[config.mk]
export PLATFORM = sky130hd
export DESIGN_NAME = io_axil_timer
export DESIGN_NICKNAME = d
export VERILOG_FILES = /design/src/rtl/io_axil_timer.sv
export SDC_FILE = /design/constraint.sdc
export NUM_CORES = 1
export LEC_CHECK = 0
export CORE_MARGIN = 8
export CORE_UTILIZATION = 59
export CTS_CLUSTER_DIAMETER = 30
export DETAILED_ROUTE_END_ITERATION = 12
export DONT_BUFFER_PORTS = 1
export PLACE_DENSITY = 0.9
export REMOVE_ABC_BUFFERS = 1
export SYNTH_ARGS = -nofsm -noshare
export SYNTH_HDL_FRONTEND = slang
export SYNTH_SLANG_ARGS = --single-unit
[constraint.sdc]
create_clock -name clk -period 10.61 [get_ports clk]
set_clock_uncertainty 0.05 [all_clocks]
set_input_delay 1.5915 -clock clk [delete_from_list [all_inputs] [get_ports clk]]
set_output_delay 1.5915 -clock clk [all_outputs]
set_load 0.02 [all_outputs]
[src/rtl/io_axil_timer.sv]
// io_axil_timer: AXI4-Lite slave exposing NUM_TIMERS independent countdown timers.
//
// Register map (addr[11:0] only, timer i at i*0x10):
//   +0x0 LOAD   RW  byte-strobed; a write also copies into COUNT
//   +0x4 COUNT  RO  writes ignored (OKAY)
//   +0x8 CTRL   RW  bit0 EN, bit1 AUTO_RELOAD (only when wstrb[0])
//   +0xC STATUS     bit0 EXPIRED, write-1-to-clear (only when wstrb[0])
//   NUM_TIMERS*0x10 PRESCALE RW bits[15:0], present only with IO_TIMER_PRESCALE_EN
// Anything else answers SLVERR, reads return 0.
//
// Ports:
//   clk, reset          clock, asynchronous active-high reset
//   s_axi_aw*/w*/b*     AXI4-Lite write channels (awprot ignored)
//   s_axi_ar*/r*        AXI4-Lite read channels (arprot ignored)
//   timer_irq           per-timer level interrupt = EXPIRED bit
//
// Optional feature macro: IO_TIMER_PRESCALE_EN (global tick prescaler).

// One countdown timer: LOAD/COUNT/CTRL/EXPIRED state and its tick behaviour.
module io_axil_timer_lane (
    input  logic        clk,
    input  logic        reset,
    input  logic        i_tick,
    input  logic        i_ld_we,
    input  logic        i_ctrl_we,
    input  logic        i_w1c,
    input  logic [31:0] i_wdata,
    input  logic [3:0]  i_wstrb,
    output logic [31:0] o_load,
    output logic [31:0] o_count,
    output logic [1:0]  o_ctrl,
    output logic        o_expired
);
    logic [31:0] r_load;
    logic [31:0] r_count;
    logic [1:0]  r_ctrl;
    logic        r_expired;
    logic [31:0] w_load_next;
    logic        w_dec;
    logic        w_expire;

    always_comb begin
        w_load_next = r_load;
        for (int b = 0; b < 4; b++) begin
            if (i_wstrb[b]) w_load_next[8*b +: 8] = i_wdata[8*b +: 8];
        end
    end

    // A LOAD write in the same cycle suppresses the decrement and hence any expiry.
    assign w_dec    = i_tick && r_ctrl[0] && (r_count != 32'd0) && !i_ld_we;
    assign w_expire = w_dec && (r_count == 32'd1);

    always_ff @(posedge clk or posedge reset) begin
        if (reset) begin
            r_load    <= '0;
            r_count   <= '0;
            r_ctrl    <= '0;
            r_expired <= 1'b0;
        end else begin
            if (i_ld_we) begin
                r_load  <= w_load_next;
                r_count <= w_load_next;
            end else if (w_dec) begin
                r_count <= w_expire ? (r_ctrl[1] ? r_load : 32'd0) : (r_count - 32'd1);
            end
            if (i_ctrl_we) r_ctrl <= i_wdata[1:0];
            // Expiry beats a simultaneous W1C so the event is never lost.
            if (w_expire)   r_expired <= 1'b1;
            else if (i_w1c) r_expired <= 1'b0;
        end
    end

    assign o_load    = r_load;
    assign o_count   = r_count;
    assign o_ctrl    = r_ctrl;
    assign o_expired = r_expired;
endmodule

module io_axil_timer #(
    parameter int NUM_TIMERS         = 4,
    parameter int C_S_AXI_ADDR_WIDTH = 32,
    parameter int C_S_AXI_DATA_WIDTH = 32
) (
    input  logic                            clk,
    input  logic                            reset,
    input  logic [C_S_AXI_ADDR_WIDTH-1:0]   s_axi_awaddr,
    input  logic [2:0]                      s_axi_awprot,
    input  logic                            s_axi_awvalid,
    output logic                            s_axi_awready,
    input  logic [C_S_AXI_DATA_WIDTH-1:0]   s_axi_wdata,
    input  logic [C_S_AXI_DATA_WIDTH/8-1:0] s_axi_wstrb,
    input  logic                            s_axi_wvalid,
    output logic                            s_axi_wready,
    output logic [1:0]                      s_axi_bresp,
    output logic                            s_axi_bvalid,
    input  logic                            s_axi_bready,
    input  logic [C_S_AXI_ADDR_WIDTH-1:0]   s_axi_araddr,
    input  logic [2:0]                      s_axi_arprot,
    input  logic                            s_axi_arvalid,
    output logic                            s_axi_arready,
    output logic [C_S_AXI_DATA_WIDTH-1:0]   s_axi_rdata,
    output logic [1:0]                      s_axi_rresp,
    output logic                            s_axi_rvalid,
    input  logic                            s_axi_rready,
    output logic [NUM_TIMERS-1:0]           timer_irq
);
    typedef enum logic {W_IDLE, W_RESP} wstate_t;
    typedef enum logic {R_IDLE, R_DATA} rstate_t;

    wstate_t r_wstate;
    rstate_t r_rstate;
    logic        r_bvalid;
    logic [1:0]  r_bresp;
    logic        r_rvalid;
    logic [1:0]  r_rresp;
    logic [31:0] r_rdata;

    logic [NUM_TIMERS-1:0][31:0] w_load;
    logic [NUM_TIMERS-1:0][31:0] w_count;
    logic [NUM_TIMERS-1:0][1:0]  w_ctrl;
    logic [NUM_TIMERS-1:0]       w_expired;

    logic        w_tick;
    logic        w_wr_fire;
    logic        w_rd_fire;
    logic [7:0]  w_widx;
    logic [1:0]  w_wreg;
    logic        w_wtim_hit;
    logic        w_wr_ok;
    logic [7:0]  w_ridx;
    logic [1:0]  w_rreg;
    logic        w_rtim_hit;
    logic [31:0] w_rd_data;
    logic        w_rd_ok;
    logic        w_unused;

    assign w_unused = ^{s_axi_awprot, s_axi_arprot,
                        s_axi_awaddr[C_S_AXI_ADDR_WIDTH-1:12],
                        s_axi_araddr[C_S_AXI_ADDR_WIDTH-1:12]};

    // Address and data must arrive together; both readies pulse in that one cycle.
    assign w_wr_fire     = (r_wstate == W_IDLE) && s_axi_awvalid && s_axi_wvalid;
    assign s_axi_awready = w_wr_fire;
    assign s_axi_wready  = w_wr_fire;
    assign s_axi_bvalid  = r_bvalid;
    assign s_axi_bresp   = r_bresp;

    assign w_rd_fire     = (r_rstate == R_IDLE) && s_axi_arvalid;
    assign s_axi_arready = (r_rstate == R_IDLE);
    assign s_axi_rvalid  = r_rvalid;
    assign s_axi_rresp   = r_rresp;
    assign s_axi_rdata   = r_rdata;

    assign timer_irq = w_expired;

    // Timer block decode: index in addr[11:4], register in addr[3:2], word aligned.
    assign w_widx     = s_axi_awaddr[11:4];
    assign w_wreg     = s_axi_awaddr[3:2];
    assign w_wtim_hit = (w_widx < 8'(NUM_TIMERS)) && (s_axi_awaddr[1:0] == 2'b00);
    assign w_ridx     = s_axi_araddr[11:4];
    assign w_rreg     = s_axi_araddr[3:2];
    assign w_rtim_hit = (w_ridx < 8'(NUM_TIMERS)) && (s_axi_araddr[1:0] == 2'b00);

`ifdef IO_TIMER_PRESCALE_EN
    localparam logic [11:0] PRE_OFF = 12'(NUM_TIMERS * 16);
    logic [15:0] r_prescale;
    logic [15:0] r_div;
    logic        w_wpre;

    assign w_wpre  = (s_axi_awaddr[11:0] == PRE_OFF);
    assign w_tick  = (r_div == r_prescale);
    assign w_wr_ok = w_wtim_hit || w_wpre;

    always_ff @(posedge clk or posedge reset) begin
        if (reset) begin
            r_prescale <= '0;
            r_div      <= '0;
        end else if (w_wr_fire && w_wpre) begin
            if (s_axi_wstrb[0]) r_prescale[7:0]  <= s_axi_wdata[7:0];
            if (s_axi_wstrb[1]) r_prescale[15:8] <= s_axi_wdata[15:8];
            r_div <= '0;
        end else if (w_tick) begin
            r_div <= '0;
        end else begin
            r_div <= r_div + 16'd1;
        end
    end
`else
    assign w_tick  = 1'b1;
    assign w_wr_ok = w_wtim_hit;
`endif

    for (genvar gi = 0; gi < NUM_TIMERS; gi++) begin : g_lane
        logic w_sel;
        assign w_sel = w_wr_fire && w_wtim_hit && (w_widx == 8'(gi));
        io_axil_timer_lane u_lane (
            .clk       (clk),
            .reset     (reset),
            .i_tick    (w_tick),
            .i_ld_we   (w_sel && (w_wreg == 2'd0)),
            .i_ctrl_we (w_sel && (w_wreg == 2'd2) && s_axi_wstrb[0]),
            .i_w1c     (w_sel && (w_wreg == 2'd3) && s_axi_wstrb[0] && s_axi_wdata[0]),
            .i_wdata   (s_axi_wdata),
            .i_wstrb   (s_axi_wstrb),
            .o_load    (w_load[gi]),
            .o_count   (w_count[gi]),
            .o_ctrl    (w_ctrl[gi]),
            .o_expired (w_expired[gi])
        );
    end

    always_comb begin
        w_rd_data = '0;
        w_rd_ok   = 1'b0;
        if (w_rtim_hit) begin
            for (int i = 0; i < NUM_TIMERS; i++) begin
                if (w_ridx == 8'(i)) begin
                    w_rd_ok = 1'b1;
                    case (w_rreg)
                        2'd0:    w_rd_data = w_load[i];
                        2'd1:    w_rd_data = w_count[i];
                        2'd2:    w_rd_data = {30'b0, w_ctrl[i]};
                        default: w_rd_data = {31'b0, w_expired[i]};
                    endcase
                end
            end
        end
`ifdef IO_TIMER_PRESCALE_EN
        if (s_axi_araddr[11:0] == PRE_OFF) begin
            w_rd_ok   = 1'b1;
            w_rd_data = {16'b0, r_prescale};
        end
`endif
    end

    always_ff @(posedge clk or posedge reset) begin
        if (reset) begin
            r_wstate <= W_IDLE;
            r_bvalid <= 1'b0;
            r_bresp  <= 2'b00;
        end else begin
            case (r_wstate)
                W_IDLE: if (w_wr_fire) begin
                    r_wstate <= W_RESP;
                    r_bvalid <= 1'b1;
                    r_bresp  <= w_wr_ok ? 2'b00 : 2'b10;
                end
                W_RESP: if (s_axi_bready) begin
                    r_wstate <= W_IDLE;
                    r_bvalid <= 1'b0;
                end
                default: r_wstate <= W_IDLE;
            endcase
        end
    end

    always_ff @(posedge clk or posedge reset) begin
        if (reset) begin
            r_rstate <= R_IDLE;
            r_rvalid <= 1'b0;
            r_rresp  <= 2'b00;
            r_rdata  <= '0;
        end else begin
            case (r_rstate)
                R_IDLE: if (w_rd_fire) begin
                    r_rstate <= R_DATA;
                    r_rvalid <= 1'b1;
                    r_rdata  <= w_rd_data;
                    r_rresp  <= w_rd_ok ? 2'b00 : 2'b10;
                end
                R_DATA: if (s_axi_rready) begin
                    r_rstate <= R_IDLE;
                    r_rvalid <= 1'b0;
                end
                default: r_rstate <= R_IDLE;
            endcase
        end
    end
endmodule

After elaboration in Yosys (flattened, before gate mapping):

Cells that the tools add are included.

* output and inout bits: 45
* bits of input ports: 113
* word-level logic and storage cells: 189
* register bits: 308

* order comparisons: 2
* add/subtract/negate cells: 4
* mux-type cells: 68
* eq/ne operators: 18
* bitwise operators: 2
* reduce and logical (&&, ||, !) cells: 72

Operators with widths (number)
* 32-bit two-way mux: 21
* 32-bit case mux with 3 select lines: 4
* 32-bit by 1-bit == test with 1-bit output (second input constant): 4
* 8-bit two-way mux: 16
* 32-bit nonzero test: 4
* 32-bit by 1-bit subtractor with 32-bit output (second input constant): 4
* 1-bit logical AND: 46
* 8-bit by 2-bit == test with 1-bit output (second input constant): 4
* 1-bit two-way mux: 21
* 8-bit by 1-bit == test with 1-bit output (second input constant): 2
* 8-bit logical NOT: 2
* 8-bit by 3-bit < comparator with 1-bit output (second input constant): 2
* 2-bit nonzero test: 8
* 2-bit logical NOT: 4
* 1-bit case mux with 2 select lines: 4
* 2-bit AND reduction: 4
* 2-bit == test (second input constant): 3
* 2-bit inequality test (second input constant): 3
* 1-bit logical NOT: 4
* 2-bit two-way mux: 2
* 2-bit by 1-bit == test with 1-bit output (second input constant): 1
* 2-bit by 1-bit inequality test with 1-bit output (second input constant): 1
* 1-bit NOT: 2

Longest topological paths before layout:

* word-level depth: 12
* depth in mapped cells: 12
* mapped depth without buffers: 9

Modules after synthesis:

A second synthesis with hierarchy kept.

* cell total of the unflattened synthesis: 2294
* area, all modules: 21021.4 sq um

By module, submodules not included
* io_axil_timer_lane: area an instance 4271.6 sq um, times used 4, sequential area each 1676.6 sq um, cells each 450
* io_axil_timer: area an instance 3935.0 sq um, times used 1, sequential area each 950.9 sq um, cells each 494

Worst setup path before layout:

Ideal clock, no wire load.

* path type: input port to output port
* from: input port s_axi_awvalid
* to: output port s_axi_wready
* path slack: 6.679 ns
* stages: 3
* data arrival time: 2.290 ns
* cells stage by stage: nand3b_1 > clkinv_1 > buf_4

* longest elaborated chain between the ends: 2

RTL lines
* from (decl): line 88 `input logic s_axi_awvalid,`
* 1-bit logical AND (2 in a row): line 142 `assign w_wr_fire = (r_wstate == W_IDLE) && s_axi_awvalid && s_axi_wvalid;`
* to (decl): line 93 `output logic s_axi_wready,`

Every way passes these cells.

Worst setup path in the final report:

* from: input port s_axi_awvalid
* to: register g_lane[1].u_lane.r_count[23]

* longest elaborated chain between the ends: 11
* elaborated cells between the ends (all ways): 12
* those cells by class: mux: 3; reduce/logical: 9

RTL lines
* 1-bit logical AND * (2 in a row): line 142
* named net s_axi_awready: line 89 `output logic s_axi_awready,`
* 1-bit logical AND * (2 in a row): line 195 `assign w_sel = w_wr_fire && w_wtim_hit && (w_widx == 8'(gi));`
* 1-bit logical AND *: line 200 `.i_ld_we (w_sel && (w_wreg == 2'd0)),`
* 1-bit logical NOT: line 50 `assign w_dec = i_tick && r_ctrl[0] && (r_count != 32'd0) && !i_ld_we;`
* 1-bit logical AND: line 50
* 1-bit logical AND: line 51 `assign w_expire = w_dec && (r_count == 32'd1);`
* 32-bit two-way mux: line 64 `r_count <= w_expire ? (r_ctrl[1] ? r_load : 32'd0) : (r_count - 32'd1);`
* 32-bit two-way mux: line 63 `end else if (w_dec) begin`
* 32-bit two-way mux: line 60 `if (i_ld_we) begin`
* to (signal assigned): line 62 `r_count <= w_load_next;`
* to (signal assigned): line 64
* to (decl): line 35 `logic [31:0] r_count;`

Mark *: on every way through the listed nets, which the timed path passes. The rest lies on a longest branch. The select of a mux whose other input is x is not followed.
A chain may end at the register's enable or synchronous reset.

==> out/results.ini <==
[run_status]
outcome = complete, no violations

[placed_design]
routabilityCongestion = 0.9885
dp_cells = 2411
io_buffers = 0
dp_slack_ns = 5.768
dp_hpwl_mm = 45.87

[yosys]
synth_cell_types = 81
ys_seq_area_frac = 0.4022
synthDominantCellAreaShare = 0.4022
synth_edf_count = 0
syn_area_um2 = 19040
synth_area_leaders = dfrtp_1 40%, nand2_1 6.3%, o21ai_0 5.2%
synthCells = 2129
avgSynthCellArea_um2 = 8.942
ys_warn_count = 0
synthTopCellsByCount = 320 x nand2_1, 306 x dfrtp_1, 196 x o21ai_0
yosys.area.top_type = dfrtp_1
synth.most_common_cell = nand2_1
synth_flop_cell = dfrtp_1
ys_ff_latch = 306
async_flop_share = 1.000

[clocking]
ctsHoldBuffers = 0
cts_setup_buffers = 0
cts_tree = done
cts.sinks = 306
cts.path.max_buffers = 3
clk_latency_ns = 0.60
cts-buffers-inserted = 72
clk_pin_slew_ns = 0.05
cts-root-buf = clkbuf_16
cts_resized = 0
htree_levels = 3

[grt]
antenna_found_initial = 2
grt_max_degree = 162
grt_use_met3 = 0.1291
top_usage_layer = met2
grt_pass1_vias = 18800
grt_pass1_wl_mm = 109.1
grt_use_total = 0.3639
grtUsageMet2 = 0.5615
use_met1 = 0.4348
grt.overflow.total = 0

[critical_path]
crit_buf_inv = 3
path_max_fanout = 36
end_kind = flip-flop
critPathRequiredTime_ns = 11.04
cp_cell_sequence = nand3b_1, clkinv_1, nand4_1, or2_0, buf_4, and4_1, buf_4, nor3_1, a311o_1, a32o_1
arrival_ns = 4.82
slowest_stage = nand4_1
cp_top_family = simple AND/OR/NAND/NOR gates
crit_top_cell = buf_4
cp-start-kind = input port
regToRegSetupSlack_ns = 6.82
path_class = input port to flip-flop
cpPeakStageDelay_ns = 0.51

[floorplanning]
rows = 65
io-pin-count = 158
coreArea_um2 = 31640
die_area_um2 = 38270
initial_core_util = 0.6017
fp.dieW_um = 195.6
fp.dieH_um = 195.6

[pwr]
swShare = 0.2330
combPwrFrac = 0.044
p_int_uw = 2925
p_leak_uw = 0.009456
finalPower_uw = 3814
switchingPower_uw = 888.5
power_frac_clock = 0.636
irDropWorstVdd_mv = 0.1041
powerDensity_nw_per_um2 = 174.8
seq_power_share = 0.320

[timing]
worstMarginPinSlew_ns = 1.332
rsz0062_at_grt = no
max_slew_margin = 0.1102
worst_slack_ns = 6.220
hold_violations = 0
fmax_ghz = 0.2278
period_share = 0.4138
totalNegativeSetupSlack_ns = 0
final_max_slew_viol_count = 0
finalSetupViolations = 0
finalCriticalPeriod_ns = 4.390

[finish]
num-fill-cells = 2245
layout-drive-gt1-share = 0.1388
final_nets = 2208
antenna_cells = 0
syn2layout_area_growth_pct = 14.64
stdcell_count = 2542

[detailed_routing]
detail-route-antenna-nets = 0
routed_via_density = 7.520
wl_mm = 70.57
wire_per_inst_um = 27.76
drtIter0Drc = 2895
drtPass1Iterations = 7
route.vias.total = 19120
drc = 0

[job]
max_cap_viol_count = 0

[hold_path]
hold_class = flip-flop to flip-flop

==> cell usage in the layout, fill, tap and decap left out, types with 24 or more instances in the layout <==
cell type  synthesis  routed
a21oi_1           88      87
a221oi_1          24      24
a22o_1            42      42
a31oi_1           42      42
buf_4             10      30
clkbuf_16          0      73
dfrtp_1          306     306
inv_1             37      36
mux2_2            70      70
mux2i_1           87      87
mux4_2            37      37
nand2_1          320     320
nand3_1           53      53
nor2_1           163     162
nor3_1            58      57
nor4_1            46      46
o21ai_0          196     196
o221ai_1          36      36
or3_1             26      26
==> metrics by stage <==
step / instance area, um2 / util / hold slack (ns)
after floorplan: 18400 / - / 0.3727
after detailed placement: 19200 / 0.6069 / 0.3895
after global placement: 19200 / 0.6069 / 0.3761
after global routing: 21820 / 0.6899 / 0.4231
after CTS: 21820 / 0.6899 / 0.3964
final: 21820 / 0.6899 / 0.3969
==> flip-flops by register name, indices dropped and copies added, names as in the netlist, 4 cells and up <==
| name | flops |
|---|---|
| s_axi_rdata | 32 |
| g_lane.u_lane.o_count | 128 |
| g_lane.u_lane.o_expired | 4 |
| g_lane.u_lane.o_ctrl | 8 |
| g_lane.u_lane.o_load | 128 |
==> metal layers <==
layer	vias up	share of wire
met4	2	0.065
met2	1717	0.45
met1	9117	0.33
met5	-	0.00018
met3	446	0.15
li1	7834	-
==> worst paths after layout <==
kind / from / to / cells past startpoint
hold / removal: r_rstate$_DFF_PP0_ / s_axi_rvalid$_DFFE_PP0P_ / 1
setup reg to reg: r_wstate$_DFF_PP0_ / g_lane[1].u_lane.o_count[23]$_DFFE_PP0P_ / 10
max in group asynchronous: reset / g_lane[0].u_lane.o_count[25]$_DFFE_PP0P_ / 2
min in group asynchronous: reset / g_lane[2].u_lane.o_load[5]$_DFFE_PP0P_ / 1
setup / recovery: s_axi_awvalid / g_lane[1].u_lane.o_count[23]$_DFFE_PP0P_ / 10
hold reg to reg: r_rstate$_DFF_PP0_ / s_axi_rvalid$_DFFE_PP0P_ / 1
==> kinds of logic after synthesis <==
logic type / count (synthesis) / synth area share
compound gates: 585 / 0.1997
xor+xnor: 26 / 0.01196
fa+ha+maj: 12 / 0.007887
buf+inv: 191 / 0.04127
flops: 306 / 0.4022
mux: 194 / 0.1309
other cells: 1 / 0.0001970
simple gates: 814 / 0.2058
==> power groups by stage <==
stage	Combinational (uW)	Sequential, uW	Clock (uW)
floorplan	128	1230	0
global placement	159	1240	0
detailed placement	164	1240	0
CTS	166	1220	2410
global route	188	1220	2490
finish	169	1220	2420
==> final cells by class <==
cell class / count / area (um2) / share of cell area
flip-flops and latches: 306 / 7657 / 0.3509
repair buffers: 31 / 245.2 / 0.01124
clock inverters: 48 / 700.7 / 0.03210
inverters: 39 / 153.9 / 0.007052
clock buffers: 83 / 1924 / 0.08817
multi-input cells: 1633 / 10640 / 0.4875
well taps: 402 / 503.0 / 0.02305
Note: power is estimated with default switching activity, not from simulation.
